<file path="src/rtl/rect_pkg.sv">
// Shared types and conduction patterns for the rectifier gate sequencer.
// Pattern layout is {gate_n[2:0], gate_p[2:0]}, leg bit order A=0, B=1, C=2.
package rect_pkg;

    typedef enum logic [1:0] {
        OFF   = 2'd0,
        DEAD  = 2'd1,
        RUN   = 2'd2,
        FAULT = 2'd3
    } state_t;

    localparam logic [5:0] PAT_NONE = 6'b000_000;
    localparam logic [5:0] PAT_S1   = 6'b010_001;  // Ap, Bn
    localparam logic [5:0] PAT_S2   = 6'b100_001;  // Ap, Cn
    localparam logic [5:0] PAT_S3   = 6'b100_010;  // Bp, Cn
    localparam logic [5:0] PAT_S4   = 6'b001_010;  // Bp, An
    localparam logic [5:0] PAT_S5   = 6'b001_100;  // Cp, An
    localparam logic [5:0] PAT_S6   = 6'b010_100;  // Cp, Bn

    // Sector that follows s in rotation; sector 6 wraps back to 1.
    function automatic logic [2:0] next_sector(input logic [2:0] s);
        if (s == 3'd6) begin
            return 3'd1;
        end
        return s + 3'd1;
    endfunction

endpackage

</file>
<file path="src/rtl/rect_pattern_lut.sv">
// Combinational sector/judge to conduction-pattern decoder.
// Illegal sectors (0 and 7) decode to all-off and raise the illegal flag.
module rect_pattern_lut
    import rect_pkg::*;
(
    input  logic [2:0] grid_sector,
    input  logic       grid_judge,
    output logic [5:0] pattern,
    output logic       illegal
);

    logic [2:0] eff_sector;

    // Pick the effective sector and look up its two-switch pattern.
    always_comb begin
        pattern    = PAT_NONE;
        illegal    = (grid_sector == 3'd0) || (grid_sector == 3'd7);
        eff_sector = grid_judge ? next_sector(grid_sector) : grid_sector;
        if (!illegal) begin
            case (eff_sector)
                3'd1:    pattern = PAT_S1;
                3'd2:    pattern = PAT_S2;
                3'd3:    pattern = PAT_S3;
                3'd4:    pattern = PAT_S4;
                3'd5:    pattern = PAT_S5;
                3'd6:    pattern = PAT_S6;
                default: pattern = PAT_NONE;
            endcase
        end
    end

endmodule

</file>
<file path="src/rtl/rectifier_gate_seq.sv">
// Registered six-switch gate sequencer for the grid-side active rectifier.
// Turn-offs are applied on the next edge; every turn-on waits DEAD_CYC cycles,
// and the dead-time count restarts whenever the target changes mid-wait.
module rectifier_gate_seq
    import rect_pkg::*;
#(
    parameter int DEAD_CYC = 50,
    parameter int CNT_W    = 8
) (
    input  logic       sysclk,
    input  logic       global_rst,
    input  logic [2:0] grid_sector,
    input  logic       grid_judge,
    input  logic       SD,
    input  logic       DOV,
    input  logic       fault_clr,
    output logic [2:0] gate_p,
    output logic [2:0] gate_n,
    output logic       fault,
    output logic       sector_err,
    output logic       busy
);

    localparam logic [CNT_W-1:0] RELOAD = CNT_W'(DEAD_CYC - 1);

    state_t           state_q, state_d;
    logic [CNT_W-1:0] cnt_q, cnt_d;
    logic [5:0]       gates_q, gates_d;
    logic [5:0]       tgt_q;
    logic             sector_err_q;

    logic [5:0]       lut_pattern;
    logic             lut_illegal;
    logic [5:0]       tgt;

    rect_pattern_lut u_lut (
        .grid_sector (grid_sector),
        .grid_judge  (grid_judge),
        .pattern     (lut_pattern),
        .illegal     (lut_illegal)
    );

    assign tgt = lut_illegal ? PAT_NONE : lut_pattern;

    // Next state, dead-time counter and gate vector; fault and guard override last.
    always_comb begin
        state_d = state_q;
        cnt_d   = cnt_q;
        gates_d = gates_q;
        case (state_q)
            OFF: begin
                gates_d = PAT_NONE;
                if (SD && (tgt != PAT_NONE)) begin
                    state_d = DEAD;
                    cnt_d   = RELOAD;
                end
            end
            DEAD: begin
                if (!SD) begin
                    state_d = OFF;
                    gates_d = PAT_NONE;
                end else if (tgt != tgt_q) begin
                    // Target moved while waiting: drop what it no longer wants, restart.
                    gates_d = gates_q & tgt;
                    cnt_d   = RELOAD;
                end else if (cnt_q == '0) begin
                    gates_d = tgt;
                    state_d = RUN;
                end else begin
                    gates_d = gates_q & tgt;
                    cnt_d   = cnt_q - CNT_W'(1);
                end
            end
            RUN: begin
                if (!SD) begin
                    state_d = OFF;
                    gates_d = PAT_NONE;
                end else if (tgt != gates_q) begin
                    if ((tgt & ~gates_q) == PAT_NONE) begin
                        // Pure turn-off never needs dead time.
                        gates_d = tgt;
                    end else begin
                        state_d = DEAD;
                        gates_d = gates_q & tgt;
                        cnt_d   = RELOAD;
                    end
                end
            end
            FAULT: begin
                gates_d = PAT_NONE;
                if (fault_clr && DOV && SD) begin
                    state_d = OFF;
                end
            end
            default: begin
                state_d = OFF;
                gates_d = PAT_NONE;
            end
        endcase

        // Overvoltage beats everything, including a same-cycle fault_clr or SD=0.
        if (!DOV) begin
            state_d = FAULT;
            gates_d = PAT_NONE;
        end else if ((gates_d[5:3] & gates_d[2:0]) != 3'b000) begin
            // Structural shoot-through guard: never register both switches of a leg.
            state_d = FAULT;
            gates_d = PAT_NONE;
        end
    end

    // State, counter, gate and status registers.
    always_ff @(posedge sysclk or negedge global_rst) begin
        if (!global_rst) begin
            state_q      <= OFF;
            cnt_q        <= '0;
            gates_q      <= PAT_NONE;
            tgt_q        <= PAT_NONE;
            sector_err_q <= 1'b0;
        end else begin
            state_q      <= state_d;
            cnt_q        <= cnt_d;
            gates_q      <= gates_d;
            tgt_q        <= tgt;
            sector_err_q <= lut_illegal;
        end
    end

    assign gate_p     = gates_q[2:0];
    assign gate_n     = gates_q[5:3];
    assign fault      = (state_q == FAULT);
    assign busy       = (state_q == DEAD);
    assign sector_err = sector_err_q;

endmodule

</file>
<file path="config.mk">
export PLATFORM = sky130hd
export DESIGN_NAME = rectifier_gate_seq
export DESIGN_NICKNAME = d
export VERILOG_FILES = /design/src/rtl/rect_pkg.sv /design/src/rtl/rect_pattern_lut.sv /design/src/rtl/rectifier_gate_seq.sv
export SDC_FILE = /design/constraint.sdc
export NUM_CORES = 1
export LEC_CHECK = 0
export CAP_MARGIN = 20
export CORE_ASPECT_RATIO = 1.1
export CORE_MARGIN = 10
export CORE_UTILIZATION = 55
export CTS_BUF_LIST = sky130_fd_sc_hd__clkbuf_16
export DETAILED_ROUTE_END_ITERATION = 8
export GPL_TIMING_DRIVEN = 0
export PLACE_DENSITY_LB_ADDON = 0.12
export SLEW_MARGIN = 20
export SYNTH_ARGS = -nofsm -noshare
export SYNTH_HDL_FRONTEND = slang
export SYNTH_SLANG_ARGS = --single-unit
</file>
<file path="constraint.sdc">
create_clock -name sysclk -period 3.3 [get_ports sysclk]
set_input_delay 0.825 -clock sysclk [delete_from_list [all_inputs] [get_ports sysclk]]
set_output_delay 0.825 -clock sysclk [all_outputs]
set_load 0.005 [all_outputs]
</file>
==> results.cfg, run 1 <==
[timing]
worst_slew_pin_slew_ns = 0.6375
drv_slew = 0
finalSetupViolations = 8
grt_setup_unrepaired = yes
finalCritPeriodShare_pct = 109.6
hold_slack_ns = 0.5244
slew-limit-headroom_pct = 57.50
finalCriticalPeriod_ns = 3.615
hold_viol = 0
fmax_ghz = 0.2766
fin_skew_ns = 0.003112
setup_ws_ns = -0.3153

[floorplan]
fp.coreArea_sq_um = 3597
num_rows = 23
die_area_sq_um = 6504
die_w_microns = 77.81
io_pins = 18
initial_core_util_pct = 56.21
fp.dieH_microns = 83.59

[routing]
drt_iter0_markers = 133
drtAntennaViolNets = 0
wl_per_cell_microns = 16.15
drcViolationCount = 0
via_per_inst = 5.918
dr.pass1.iters = 4
totalWireLength_microns = 5346
vias = 1959

[layout]
finish.utilization_pct = 76.80
drive_gt1_share_pct = 30.25
fin_nets = 306
area_delta_synth_final_pct = 36.63
diodes = 0

[setup_path]
worstPathCellList = buf_12 > buf_8 > or3_1 > and3_4 > ha_4 > nand4_1 > nor2_4 > mux2i_1 > nor2_1 > a31oi_1 > o211ai_1 > a22o_4 > or4b_1
required_ns = 3.43
critPathCaptureType = register
path_class = in2reg
worst-path-max-fanout = 5
slowest_delay_ns = 0.47
slowest_stage = or4b_1
worst_setup_path_start_kind = input port
cp.arrival_ns = 3.74

[logic_synthesis]
syn_nets = 256
synth_edf_count = 0
yosysSeqAreaShare_pct = 28.47
synth_cells = 232
synth_cell_types = 60
synth_ff_type = dfrtp_1
netlist_area_sq_um = 2022
synth-seq-cells = 23
ys_async_sr_fraction_pct = 100.0
syn_avg_cell_area_sq_um = 8.715
synth-warning-count = 0

[min_path]
hold_path_class = reg2reg

[placed_design]
gp_congestion = 0.8366
io_buffers = 17
dpl.hpwl_microns = 3488
post-place-ws_ns = -1.307

[clock_network]
cts_tree = yes
clock_latency_ns = 0.26
cts.sinks = 23
clock_path_buffers = 2
cts.clk_slew.worst_paths_ns = 0.06
cts_max_level = 1
cts_buffers = 3
root_buffer = clkbuf_16

[pwr]
p_per_area_nw_per_um2 = 320.7
leakagePower_uw = 0.001136
ir_drop_mv = 0.1824

[global_route]
grt_pass1_wl_microns = 8431
grt_overflow = 0
antenna_found_initial = 0
track_usage_pct = 15.43
grt_max_degree = 24
grt_pass1_vias = 1844

[status]
status = finished with violations
violations = negative setup slack

[flow_run]
max-cap-violations = 0
-- synth_stat cells, drive strengths merged, types with 2 or more instances --
cell,n,area (sq um)
a21oi,11,58.81
nand4b,4,35.03
nor3b,6,45.04
a31oi,6,43.79
xor2,9,86.34
nand2,19,71.32
mux2i,5,50.05
o211ai,5,61.30
nor3,5,25.02
and2,2,12.51
inv,11,41.29
ha,15,187.7
buf,10,66.30
nor2b,5,31.28
or4,3,22.52
or2,2,12.52
nor2,25,108.9
dfrtp,23,575.6
nand3b,6,45.04
o21ai,16,83.83
nand3,8,40.04
o31a,2,17.52
nand2b,2,12.51
clkbuf,2,7.510
nor4,6,37.54
or3,2,12.51
-- sequential cells by signal, indices dropped and copies added (netlist names) --
signal / count
cnt_q: 8
gates_q: 6
sector_err: 1
state_q: 2
tgt_q: 6
-- cell usage in the layout, fill, tap and decap left out, drive strengths merged, types with 8 or more instances in the layout --
cell type      netlist  layout
a21oi               11      11
buf                 10      42
clkdlybuf4s50        0      12
dfrtp               23      23
ha                  15      15
inv                 11      11
nand2               19      19
nand3                8       8
nor2                25      25
o21ai               16      16
xor2                 9       9
-- critical path: cells and delay by family --
family,cells,cell delay [ns]
AO/OA/AOI/OAI,3,0.63
AND/OR/NAND/NOR,6,1.58
multiplexers,1,0.23
buffers and inverters,2,0.23
adder cells (fa/ha/maj),1,0.25
-- layer usage --
layer | up-vias | part of all wire (%) | wire length (microns) | track usage (%)
met2 | 52 | 50 | 2660 | 26.34
li1 | 945 | - | - | -
met1 | 943 | 43 | 2318 | 18.07
met5 | - | 0 | 0 | 0
met4 | 0 | 3.3 | 176 | 7.143
met3 | 19 | 3.6 | 190 | 2.694
-- logic make-up after synthesis --
group / share of synthesized area [%]
buffers and inverters: 5.693
flip-flops: 28.47
multiplexers: 3.032
XOR/XNOR: 4.703
AO/OA/AOI/OAI: 20.17
adder cells (fa/ha/maj): 9.282
AND/OR/NAND/NOR: 28.65
-- per-stage QoR --
step	total power, uW	setup TNS (ns)	cell area (sq um)	std cells
3_3_place_gp	545.1	-16.58	2298	299
5_1_grt	934.7	-1.646	2763	331
6_report	886.0	-1.268	2763	331
2_1_floorplan	481.9	-0.4605	2066	232
3_5_place_dp	549.6	-17.64	2298	299
4_1_cts	847.1	-2.368	2569	320
-- worst paths after layout --
check	start	to	slack, ns	depth (start not counted)
worst max-delay path	grid_judge	state_q[0]	-0.32	13
worst min-delay path	cnt_q[5]	cnt_q[5]	0.52	2
worst max register to register	gates_q[5]	state_q[0]	0.54	10
worst min register to register	cnt_q[5]	cnt_q[5]	0.52	2
max in group asynchronous	global_rst	sector_err	2.38	1
min in group asynchronous	global_rst	tgt_q[2]	0.55	1
-- layout make-up --
cell class                 count  area (sq um)
multi-input combinational    186          1505
fill                         261         834.6
sequential                    23         575.6
timing repair buffer          46         402.9
buffer                        11         95.09
clock buffer                   3         75.07
tap                           50         62.56
inverter                      11         41.29
clock inverter                 1         5.005
-- report_power, final --
part | internal (uW) | switching, uW
combinational | 139 | 158
clock | 163 | 103
sequential | 302 | 21.0
-- repair_timing --
item,4_1_cts,5_1_grt
hold endpoints to repair,0,0
endpoints found under the setup margin,16,16
hold buffers,0,0
pin swaps,10,15
gates resized for setup,38,26
setup buffers,17,13
(Power assumes the default switching activity.)
==> run 2, diff against run 1 <==
--- a/config.mk
+++ b/config.mk
@@ -10,6 +10,7 @@
 export CORE_MARGIN = 10
 export CORE_UTILIZATION = 55
 export CTS_BUF_LIST = sky130_fd_sc_hd__clkbuf_16
+export CTS_CLUSTER_SIZE = 28
 export DETAILED_ROUTE_END_ITERATION = 8
 export GPL_TIMING_DRIVEN = 0
 export PLACE_DENSITY_LB_ADDON = 0.12
==> results of run 2 <==
No change in the layout: final DEF, timing and power equal those of run 1.
